$ cat src/rtl/muldiv_seq.sv
// muldiv_seq: iterative 32-step multiply/divide sequencer that owns the HI/LO registers.
//
// Build option: define MULDIV_DIV_EN to compile in the restoring divider and the
// divide-by-zero flag. Without it, a divide request runs the same 34-cycle
// sequence, leaves HI/LO untouched, still pulses done, and div_zero stays 0.
//
// Ports:
//   clk        core clock, rising edge
//   rst        asynchronous active-low reset
//   start      mul/div request, sampled only while idle
//   div_sel    0 = multiply, 1 = divide
//   signed_op  1 = MULT/DIV, 0 = MULTU/DIVU
//   op_a       multiplicand / dividend
//   op_b       multiplier / divisor
//   hilo_rd    MFHI/MFLO present in Execute
//   hi_lo_sel  0 = HI, 1 = LO
//   hilo_out   selected HI or LO, straight from the registers
//   busy       sequencer not idle
//   stall      hold F/D/E while a dependent instruction waits
//   done       one-cycle pulse after HI/LO are written
//   div_zero   sticky: the last divide had a zero divisor
module muldiv_seq #(
    parameter int WIDTH = 32
) (
    input  logic             clk,
    input  logic             rst,
    input  logic             start,
    input  logic             div_sel,
    input  logic             signed_op,
    input  logic [WIDTH-1:0] op_a,
    input  logic [WIDTH-1:0] op_b,
    input  logic             hilo_rd,
    input  logic             hi_lo_sel,
    output logic [WIDTH-1:0] hilo_out,
    output logic             busy,
    output logic             stall,
    output logic             done,
    output logic             div_zero
);
    localparam int W2 = 2 * WIDTH;

    typedef enum logic [1:0] {IDLE, RUN, FIX} state_t;

    state_t           state_q, state_d;
    logic [5:0]       cnt_q, cnt_d;
    logic [W2-1:0]    acc_q, acc_d;
    logic [WIDTH-1:0] m_q, m_d, hi_q, hi_d, lo_q, lo_d;
    logic             div_q, div_d, neg_q, neg_d, done_q, done_d;
    logic [WIDTH-1:0] abs_a, abs_b;
    logic [WIDTH:0]   mul_sum;
    logic [W2-1:0]    mul_nxt;

    assign abs_a = (signed_op && op_a[WIDTH-1]) ? -op_a : op_a;
    assign abs_b = (signed_op && op_b[WIDTH-1]) ? -op_b : op_b;

    // Multiply: acc = {partial product, multiplier}; add on the multiplier LSB, then shift right
    // keeping the carry as the new top bit.
    assign mul_sum = {1'b0, acc_q[W2-1:WIDTH]} + (acc_q[0] ? {1'b0, m_q} : '0);
    assign mul_nxt = {mul_sum, acc_q[WIDTH-1:1]};

`ifdef MULDIV_DIV_EN
    logic             rneg_q, rneg_d, dz_q, dz_d, divz_q, divz_d;
    logic [WIDTH:0]   div_sh, div_df;
    logic [W2-1:0]    div_nxt;

    // Divide: acc = {remainder, dividend/quotient}; the dividend shifts out of the low half
    // while quotient bits shift in. A borrow in div_df means the trial subtract failed.
    assign div_sh  = {acc_q[W2-1:WIDTH], acc_q[WIDTH-1]};
    assign div_df  = div_sh - {1'b0, m_q};
    assign div_nxt = div_df[WIDTH] ? {div_sh[WIDTH-1:0], acc_q[WIDTH-2:0], 1'b0}
                                   : {div_df[WIDTH-1:0], acc_q[WIDTH-2:0], 1'b1};
    assign div_zero = divz_q;
`else
    assign div_zero = 1'b0;
`endif

    assign hilo_out = hi_lo_sel ? lo_q : hi_q;
    assign busy     = state_q != IDLE;
    assign stall    = busy & (hilo_rd | start);
    assign done     = done_q;

    always_comb begin
        state_d = state_q;
        cnt_d   = cnt_q;
        acc_d   = acc_q;
        m_d     = m_q;
        div_d   = div_q;
        neg_d   = neg_q;
        hi_d    = hi_q;
        lo_d    = lo_q;
        done_d  = 1'b0;
`ifdef MULDIV_DIV_EN
        rneg_d  = rneg_q;
        dz_d    = dz_q;
        divz_d  = divz_q;
`endif
        case (state_q)
            IDLE: if (start) begin
                state_d = RUN;
                cnt_d   = 6'(WIDTH);
                div_d   = div_sel;
                neg_d   = signed_op & (op_a[WIDTH-1] ^ op_b[WIDTH-1]);
                acc_d   = {{WIDTH{1'b0}}, div_sel ? abs_a : abs_b};
                m_d     = div_sel ? abs_b : abs_a;
`ifdef MULDIV_DIV_EN
                rneg_d  = signed_op & op_a[WIDTH-1];
                dz_d    = op_b == '0;
`endif
            end
            RUN: begin
`ifdef MULDIV_DIV_EN
                acc_d   = div_q ? div_nxt : mul_nxt;
`else
                acc_d   = mul_nxt;
`endif
                cnt_d   = cnt_q - 6'd1;
                state_d = (cnt_q == 6'd1) ? FIX : RUN;
            end
            FIX: begin
                state_d = IDLE;
                done_d  = 1'b1;
                if (!div_q) begin
                    {hi_d, lo_d} = neg_q ? -acc_q : acc_q;
                end
`ifdef MULDIV_DIV_EN
                else begin
                    // A zero divisor leaves the remainder equal to |op_a|; the remainder
                    // sign fix restores the raw op_a, and the quotient stays all ones.
                    hi_d   = rneg_q ? -acc_q[W2-1:WIDTH] : acc_q[W2-1:WIDTH];
                    lo_d   = (neg_q && !dz_q) ? -acc_q[WIDTH-1:0] : acc_q[WIDTH-1:0];
                    divz_d = dz_q;
                end
`endif
            end
            default: state_d = IDLE;
        endcase
    end

    always_ff @(posedge clk or negedge rst) begin
        if (!rst) begin
            state_q <= IDLE;
            cnt_q   <= '0;
            acc_q   <= '0;
            m_q     <= '0;
            div_q   <= 1'b0;
            neg_q   <= 1'b0;
            hi_q    <= '0;
            lo_q    <= '0;
            done_q  <= 1'b0;
`ifdef MULDIV_DIV_EN
            rneg_q  <= 1'b0;
            dz_q    <= 1'b0;
            divz_q  <= 1'b0;
`endif
        end else begin
            state_q <= state_d;
            cnt_q   <= cnt_d;
            acc_q   <= acc_d;
            m_q     <= m_d;
            div_q   <= div_d;
            neg_q   <= neg_d;
            hi_q    <= hi_d;
            lo_q    <= lo_d;
            done_q  <= done_d;
`ifdef MULDIV_DIV_EN
            rneg_q  <= rneg_d;
            dz_q    <= dz_d;
            divz_q  <= divz_d;
`endif
        end
    end
endmodule

$ cat config.mk
export PLATFORM = sky130hd
export DESIGN_NAME = muldiv_seq
export DESIGN_NICKNAME = d
export VERILOG_FILES = /design/src/rtl/muldiv_seq.sv
export SDC_FILE = /design/constraint.sdc
export NUM_CORES = 1
export LEC_CHECK = 0
export CAP_MARGIN = 10
export CORE_MARGIN = 2
export CORE_UTILIZATION = 25
export DETAILED_ROUTE_END_ITERATION = 16
export DONT_BUFFER_PORTS = 1
export PLACE_DENSITY = 0.36
export SLEW_MARGIN = 0
export SYNTH_ARGS = -nofsm -noshare
export SYNTH_HDL_FRONTEND = slang
export SYNTH_SLANG_ARGS = --single-unit
export TNS_END_PERCENT = 100
$ cat constraint.sdc
create_clock -name clk -period 3.8 [get_ports clk]
set_clock_uncertainty 0.2 [all_clocks]
set_input_delay 0.76 -clock clk [delete_from_list [all_inputs] [get_ports clk]]
set_output_delay 0.76 -clock clk [all_outputs]
set_load 0.01 [all_outputs]
==> summary.md <==
| Metric | Value |
|---|---|
| Max Fclk | 0.286 GHz |
| Crit-path cells | nor4_1 > nand2b_1 > nor4_2 > nand3_1 > o41ai_2 > xor2_1 > o21ai_1 |
| # diodes | 0 |
| Clk Tree Root Cell | clkbuf_16 |
| Routing usage on met2 | 25.1% |
| IO buf count | 0 |
| GR peak layer | met1 |
| DR vias/cell | 5.08 |
| Setup WS pre-CTS | about 0.29 ns |
| Slew Limit Headroom | 32.5% |
| Placed insts | 1980 |
| Initial antenna violation count | 0 |
| Actual slew at the worst max-slew pin | 1.00 ns |
| Layout Utilization | roughly 28% |
| Proportion of synthesized chip area in sequential cells | approximately 36% |
| Die H | between 200 and 250 µm |
| GP Congestion | 0.819 |
| Hold WS | -0.206 ns |
| Detailed-route DRC error count | 0 |
| Sink Count | 171 |
| Antenna-violating nets left | 0 |
| Netlist cell types | 77 |
| Vias | 10200 |
| Initial Util | between 20 and 30% |
| Core area | 0.0474 mm² |
| Total power | 11.0 mW |
| Startpoint types | flip-flop |
| Pwr per Cell Area | 822 mW/mm² |
| Seq cells post-synth | roughly 170 |
| Clk Latency, worst-skew pair | 0.47 ns |
| Largest net degree at the start of global routing | 172 |
| Worst Setup Path Type | flip-flop to flip-flop |
| Worst Path Max Fanout | 6 |
| Met1 GRT Util | 26.0% |
| Mapped cell area | 0.0119 mm² |
| Setup ws final | approximately 0.3 ns |
| Post-route cell area | 0.0133 mm² |
| Worst EP arrival | 3.62 ns |
| Dpl cell area | 0.0127 mm² |
| Syn avg cell area | 8.46 µm² |
| Max VDD drop | a little under 400 µV |
| Biggest cell delay along the critical path | 0.90 ns |
| GR Util All Layers | 17.3% |
| Syn Inst Count | 1413 |
| Top Ports | 107 |
| GR Util met3 | 3.72% |
| Worst hold path type | primary input to async pin |
| Synthesized Nets | ~1500 |
| Fraction of layout cells with a size suffix above 1 | 9.23% |
| Vias in the first global route | between 10000 and 15000 |
| # resized after CTS | 0 |
| Fin crit share | 91.9% |
| RSZ-0062 raised after global routing | no |
| Clock-pin slew on the worst setup and hold paths | 0.07 ns |
| Drt first pass iters | 4 |
| Worst EP required | 3.93 ns |
| Leak Pwr | ~5.3 nW |
| Final Non-Filler Cells | 2012 |
| Adder-Cell Fraction of Synth Area | 4.04% |
| First-pass GRT wire length | 64900 µm |
| Most used DFF post-synth | dfrtp_1 |
| WL per Instance | 21.0 µm |
| Fin. Hold Viols | 171 |
| # Post-CTS Setup Buffers | 0 |
| CTS Buf Count | 17 |
| Max capacitance violation total | 0 |
| HPWL Detailed | roughly 32000 µm |
| Number of flops mapped to enable cells by yosys | 0 |
| Final setup viols | 0 |
| Status | complete, but fails checks |
| Most common cell after layout, fill and taps aside | nand2_1 |
| Post-Synth XOR/XNOR Area | 10.5% |
| Post-Route Setup TNS | 0 ns |
| GR Overflow Total | 0 |
| Num rows | 80 |
| Iteration-0 DRC Markers | 631 |
| Worst setup EP type | flip-flop |
| Final WL | roughly 42000 µm |
| Synth Area in Simple Gates | 18.9% |
| Area growth syn-to-layout | 11.5% |
| Multiplexer area fraction after synthesis | 3.90% |
| Die area | 0.0496 mm² |
| CTS Buffer Depth | 2 |
| Nets | 1493 |
| Failing checks | hold timing |
| CTS tree | done |
| Compound-cell area share of the yosys netlist | between 20% and 30% |
| CP max stage cell | nor4_1 |
| Main combinational cell family by area after synthesis | compound AO/OA/AOI/OAI gates |
| Synth warn | 0 |
| Crit path time final | 3.49 ns |
| Asr flop ratio synth | 100% |
| Commonest non-fill, non-tap cells in the layout | nand2_1 (199), dfrtp_1 (170), o21ai_0 (137) |
| H-tree depth | 4 |
| Die span in x | 223 µm |
| Slew Limit Fails | 0 |
==> final timing paths <==
| path | end | cells after the start | start | slack, ns |
|---|---|---|---|---|
| min in group clk | m_q[13] | 2 | div_sel | 0.25 |
| worst max register to register | hi_q[31] | 7 | acc_q[28] | 0.31 |
| worst min-delay path | lo_q[4] | 0 | rst | -0.21 |
| worst min register to register | hi_q[5] | 2 | hi_q[5] | 0.27 |
| max in group asynchronous | neg_q | 0 | rst | 3.34 |
| worst max-delay path | hi_q[31] | 7 | acc_q[28] | 0.31 |
==> sequential cells by signal, summed over array words and instances, names as in the netlist <==
name,cells
done,1
lo_q,32
acc_q,64
neg_q,1
m_q,32
hi_q,32
div_q,1
state_q,2
cnt_q,6
==> cell type report <==
cell class,count,area [µm²]
Timing Repair Buffer,34,255
Multi-Input combinational cell,1137,7290
Inverter,23,86.3
Sequential cell,171,4280
Clock buffer,23,488
Tap cell,615,769
Clock inverter,9,158
Fill cell,5173,34100
==> layer usage <==
layer | share of wire [%] | vias up
li1 | - | 5061
met2 | 41 | 215
met1 | 52 | 4921
met5 | 0 | -
met4 | 0.87 | 0
met3 | 5.4 | 20
==> cell families (layout without fill, tap and decap cells) <==
kind of cell / after synthesis / in the layout
compound gates: 446 / 446
mux: 42 / 42
xor+xnor: 143 / 143
fa+ha+maj: 38 / 38
other cells: 1 / 1
buf+inv: 105 / 89
simple gates: 467 / 467
flops: 171 / 171
==> worst max-delay path, delay by kind of cell, from the launching register on <==
| kind | cells | cell delay, ns |
|---|---|---|
| flip-flops | 1 | 0.49 |
| AO/OA/AOI/OAI | 2 | 0.38 |
| AND/OR/NAND/NOR | 4 | 2.09 |
| XOR/XNOR | 1 | 0.19 |
==> Yosys cell counts, types with 6 or more instances <==
cell type | instances | area [µm²]
o31ai_1 | 17 | 128
nor4_1 | 12 | 75.1
o211ai_1 | 7 | 52.6
o21ai_1 | 47 | 235
nand2_1 | 200 | 751
a21o_1 | 14 | 105
xnor2_1 | 59 | 517
and2_1 | 37 | 231
inv_1 | 22 | 82.6
o21a_1 | 12 | 90.1
or3_1 | 10 | 62.6
nor2_1 | 83 | 312
a211oi_1 | 7 | 52.6
mux2i_1 | 6 | 60.1
xor2_1 | 84 | 736
or4_1 | 15 | 113
nand2b_1 | 11 | 68.8
o41ai_1 | 16 | 140
and3_1 | 10 | 62.6
clkbuf_1 | 69 | 259
a21oi_1 | 81 | 405
nand4_1 | 9 | 56.3
nand3_1 | 20 | 100
ha_1 | 37 | 463
dfrtp_1 | 171 | 4280
o22ai_1 | 8 | 50.1
a31oi_1 | 21 | 131
buf_1 | 11 | 41.3
nor3_1 | 32 | 160
o221ai_1 | 17 | 149
mux2_2 | 36 | 405
o21ai_0 | 137 | 686
a22oi_1 | 17 | 128
==> power breakdown <==
group          internal [mW]  switching (mW)  total [mW]
logic                   2.17            3.25        5.42
registers               2.62           0.949        3.57
clock network           1.17           0.804        1.98
Note: power is estimated with default switching activity, not from simulation.
